File: src/rtl/wb_port_arbiter.sv
// wb_port_arbiter
// Shares the register file's single write port between the in-order writeback
// stage (port A) and the long-latency MDU result port (port B), and keeps the
// busy scoreboard of registers owned by in-flight long ops for decode hazards.
//
// Handshake: port B uses valid/ready; a transfer happens on a cycle where
// b_valid & b_ready, and the MDU must hold b_addr/b_data stable until then.
// Port A has no ready; a_stall=1 means the writeback stage must hold A stable
// and present it again next cycle.
module wb_port_arbiter #(
    parameter int STARVE_LIMIT = 4
) (
    input  logic        clk,
    input  logic        rst,
    input  logic        a_valid,
    input  logic [4:0]  a_addr,
    input  logic [31:0] a_data,
    output logic        a_stall,
    input  logic        b_valid,
    input  logic [4:0]  b_addr,
    input  logic [31:0] b_data,
    output logic        b_ready,
    output logic        w_en,
    output logic [4:0]  w_addr,
    output logic [31:0] w_data,
    input  logic        iss_valid,
    input  logic [4:0]  iss_addr,
    input  logic        q_en_1,
    input  logic [4:0]  q_addr_1,
    input  logic        q_en_2,
    input  logic [4:0]  q_addr_2,
    input  logic        q_dst_en,
    input  logic [4:0]  q_dst_addr,
    output logic        hz_stall,
    output logic [31:0] busy_vec
);

    localparam logic [3:0] LIMIT = 4'(STARVE_LIMIT);

    logic [3:0]  starve_cnt;
    logic [31:0] busy;
    logic [31:0] busy_next;
    logic        b_win;
    logic        b_xfer;

    // Grant and write-port mux; r0 writes are handshaken but never enabled.
    always_comb begin
        b_win   = b_valid & (~a_valid | (starve_cnt == LIMIT));
        b_xfer  = b_win & ~rst;
        b_ready = b_xfer;
        a_stall = ~rst & b_win & a_valid;
        w_en    = 1'b0;
        w_addr  = 5'd0;
        w_data  = 32'd0;
        if (b_win) begin
            w_en   = ~rst & (b_addr != 5'd0);
            w_addr = b_addr;
            w_data = b_data;
        end else if (a_valid) begin
            w_en   = ~rst & (a_addr != 5'd0);
            w_addr = a_addr;
            w_data = a_data;
        end
    end

    // Count consecutive cycles B has waited; saturates at the force-through point.
    always_ff @(posedge clk) begin
        if (rst) begin
            starve_cnt <= 4'd0;
        end else if (!b_valid || b_xfer) begin
            starve_cnt <= 4'd0;
        end else if (starve_cnt != LIMIT) begin
            starve_cnt <= starve_cnt + 4'd1;
        end
    end

    // Next scoreboard: clear on B completion, then set on issue so a new owner wins.
    always_comb begin
        busy_next = busy;
        if (b_xfer) begin
            busy_next[b_addr] = 1'b0;
        end
        if (iss_valid && (iss_addr != 5'd0)) begin
            busy_next[iss_addr] = 1'b1;
        end
        busy_next[0] = 1'b0;
    end

    // Scoreboard register.
    always_ff @(posedge clk) begin
        if (rst) begin
            busy <= 32'd0;
        end else begin
            busy <= busy_next;
        end
    end

    // Decode hazard on current scoreboard state; same-cycle clears rely on regfile bypass.
    always_comb begin
        hz_stall = ~rst & ((q_en_1 & busy[q_addr_1]) |
                           (q_en_2 & busy[q_addr_2]) |
                           (q_dst_en & busy[q_dst_addr]));
        busy_vec = busy;
    end

endmodule

File: config.mk
export PLATFORM = sky130hd
export DESIGN_NAME = wb_port_arbiter
export DESIGN_NICKNAME = d
export VERILOG_FILES = /design/src/rtl/wb_port_arbiter.sv
export SDC_FILE = /design/constraint.sdc
export NUM_CORES = 1
export LEC_CHECK = 0
export BUFFER_PORTS_ARGS = -buffer_cell sky130_fd_sc_hd__clkbuf_2
export CAP_MARGIN = 20
export CORE_MARGIN = 2
export CORE_UTILIZATION = 35
export CTS_BUF_LIST = sky130_fd_sc_hd__clkbuf_16
export CTS_CLUSTER_DIAMETER = 40
export CTS_CLUSTER_SIZE = 20
export DETAILED_ROUTE_END_ITERATION = 7
export PLACE_DENSITY = 0.78
export SLEW_MARGIN = 20
export SYNTH_ARGS = -nofsm -noshare
export SYNTH_HDL_FRONTEND = slang
export SYNTH_SLANG_ARGS = --single-unit
File: constraint.sdc
create_clock -name clk -period 2.7 [get_ports clk]
set_clock_uncertainty 0.1 [all_clocks]
set_input_delay 0.54 -clock clk [delete_from_list [all_inputs] [get_ports clk]]
set_output_delay 0.54 -clock clk [all_outputs]
set_load 0.02 [all_outputs]
==> results.py <==
metrics = {
    "run_status": {
        "violations": "setup timing",
        "outcome": "finished, violations left",
    },
    "global_route": {
        "antenna_found_initial": 0,
        "grt_max_degree": 38,
        "grt.total_usage_pct": 25.4,
        "grt.overflow.total": 0,
        "grt_pass1_vias": 3548,
        "grt_pass1_wl_um": 17400,
    },
    "cts": {
        "clk_latency_ns": 0.27,
        "post_cts_buffers": 0,
        "cts.htree.levels": 2,
        "cts_tree": "yes",
        "cts.sinks": 35,
        "clkTransAtPathRegs_ns": 0.05,
        "cts_buffers": 5,
        "holdBufCountCts": 0,
        "clockBufferDepth": 2,
        "cts-root-buf": "clkbuf_16",
    },
    "yosys": {
        "ys_top_cells_by_area": "dfxtp_1 (25%), nand2_1 (15%), o21ai_0 (12%)",
        "synth-edff-count": 0,
        "synth_cell_type_count": 43,
        "synth_most_common_cell": "nand2_1",
        "synthCells": 394,
        "synth_area_sq_um": 2840,
        "async_flop_share_pct": 0,
        "syn_nets": 498,
        "ys_seq_area_share_pct": 24.6,
        "synth_common_cells": "nand2_1 (115), o21ai_0 (68), dfxtp_1 (35), a21oi_1 (34), clkbuf_1 (23)",
        "avgSynthCellArea_sq_um": 7.22,
        "synth-seq-cells": 35,
        "synth_top_area_share_pct": 24.6,
        "synth_largest_area_cell": "dfxtp_1",
        "yosys_warnings": 0,
        "ys.flop_type": "dfxtp_1",
    },
    "layout": {
        "drive_above_1_share_pct": 42.0,
        "diodes": 0,
        "multi_input_area_sq_um": 2030,
        "regArea_sq_um": 703,
        "fillCellCount": 761,
        "fin_nets": 679,
        "area_growth_pct": 47.3,
        "final_cells": 678,
        "design_area_sq_um": 4190,
        "finish.utilization_pct": 53.6,
    },
    "worst_setup_path": {
        "cp-start-kind": "primary input",
        "path_class": "in -> out",
        "worst-endpoint-arrival_ns": 2.14,
        "worstPathMaxFanout": 3,
        "reg2reg_depth": 8,
        "worstPathRequired_ns": 2.06,
        "end_kind": "output port",
    },
    "placement": {
        "place_area_sq_um": 3970,
        "place_congestion": 0.958,
        "port_buffers": 173,
        "dp_cells": 670,
        "post-place-ws_ns": -0.235,
        "post-dp-hpwl_um": 9200,
    },
    "timing": {
        "tightest_slew_ns": 0.685,
        "finalHoldWorstSlack_ns": 0.369,
        "slew_violations": 0,
        "setup_ws_ns": -0.0779,
        "layout_min_cycle_time_ns": 2.78,
        "fin_setup_tns_ns": -0.0779,
        "post-route-period-util_pct": 103,
        "clock.fmax_mhz": 360,
        "slew_headroom_pct": 54.3,
        "hold_violations": 0,
        "grt_setup_unrepaired": "yes",
        "setup_viol_count_final": 1,
    },
    "floorplan": {
        "die_w_um": 94.1,
        "core_sq_um": 7810,
        "dieArea_sq_um": 8860,
        "fp-row-count": 32,
        "io-pin-count": 175,
        "initial_core_util_pct": 36.4,
        "chipHeight_um": 94.1,
    },
    "routing": {
        "route.detailed.drc": 0,
        "final_antenna_net_count": 0,
        "viasPerCell": 5.45,
        "firstDrtPassIters": 5,
        "wirelength_um": 11400,
        "vias": 3692,
        "post_drt_wl_per_cell_um": 16.7,
        "drt_iter0_markers": 296,
    },
    "power": {
        "power_mw": 1.50,
        "powerDensity_nw_per_um2": 359,
        "power.leakage_nw": 1.92,
        "vdd_ir_drop_max_uv": 257,
    },
    "worst_hold_path": {
        "hold_path_class": "reg -> reg",
        "hold_depth": 1,
    },
    "flow_run": {
        "maxCapViolCount": 0,
    },
}
## layout by cell type (no fill, tap or decap), drive strengths merged, types with 3 or more instances in the layout
cell    Yosys  final
nor2b       3      3
nand3       4      4
a21oi      34     34
mux2        5      5
nand2b      5      5
nand2     115    115
o21ai      68     68
mux2i      13     13
a31oi       3      3
inv         7      7
mux4       18     18
buf         8     33
nor3        3      3
nand3b      6      6
dfxtp      35     35
clkbuf     23    177
nor2       15     15
## cells by family (layout without fill, tap and decap cells)
| family | after synthesis | in the layout | synth area share [%] |
|---|---|---|---|
| multiplexers | 36 | 36 | 21.2 |
| other | 1 | 1 | 0.132 |
| AO/OA/AOI/OAI | 118 | 118 | 22.4 |
| XOR/XNOR | 2 | 2 | 0.616 |
| adder cells (fa/ha/maj) | 2 | 2 | 0.880 |
| buffers and inverters | 38 | 220 | 5.55 |
| AND/OR/NAND/NOR | 162 | 162 | 24.5 |
| flip-flops | 35 | 35 | 24.6 |
## worst max-delay path, cell delays in order
cell	delay [ns]
buf_8	0.09
mux4_2	0.49
mux2_4	0.28
and3_4	0.17
o41ai_4	0.29
a31oi_2	0.13
clkbuf_8	0.16
## layer usage
layer | vias up | share of wire, % | global-route usage, %
met5 | - | 0 | 0
li1 | 1753 | - | -
met1 | 1676 | 37 | 28.1
met2 | 236 | 51 | 46.8
met3 | 27 | 10 | 5.14
met4 | 0 | 2.7 | 10.5
## repair_timing
| action | CTS | global route |
|---|---|---|
| resized for setup | 9 | 10 |
| setup endpoints to repair | 1 | 37 |
| hold endpoints to repair | 0 | 0 |
| pin swaps | 2 | 1 |
## registers in the layout, summed over array words and instances, names as in the netlist
register / count
busy_vec: 31
starve_cnt: 4
## where the power goes
group	total, mW	switching (mW)	leakage, nW	internal, mW
clock	0.539	0.205	0.0649	0.334
combinational	0.432	0.254	1.58	0.178
sequential	0.533	0.00898	0.284	0.524
## worst paths after layout
check                 from  slack, ns            end
max            q_addr_2[0]      -0.08       hz_stall
min          starve_cnt[0]       0.37  starve_cnt[0]
max reg2reg  starve_cnt[0]       0.43    busy_vec[5]
min reg2reg  starve_cnt[0]       0.37  starve_cnt[0]
## final cells by class
cell class / instances / area share [%]
Tap cell: 102 / 3.05
Timing Repair Buffer: 205 / 27.6
Clock buffer: 5 / 2.99
Clock inverter: 3 / 0.359
Multi-Input combinational cell: 321 / 48.6
Sequential cell: 35 / 16.8
Inverter: 7 / 0.627
(Power assumes the default switching activity.)
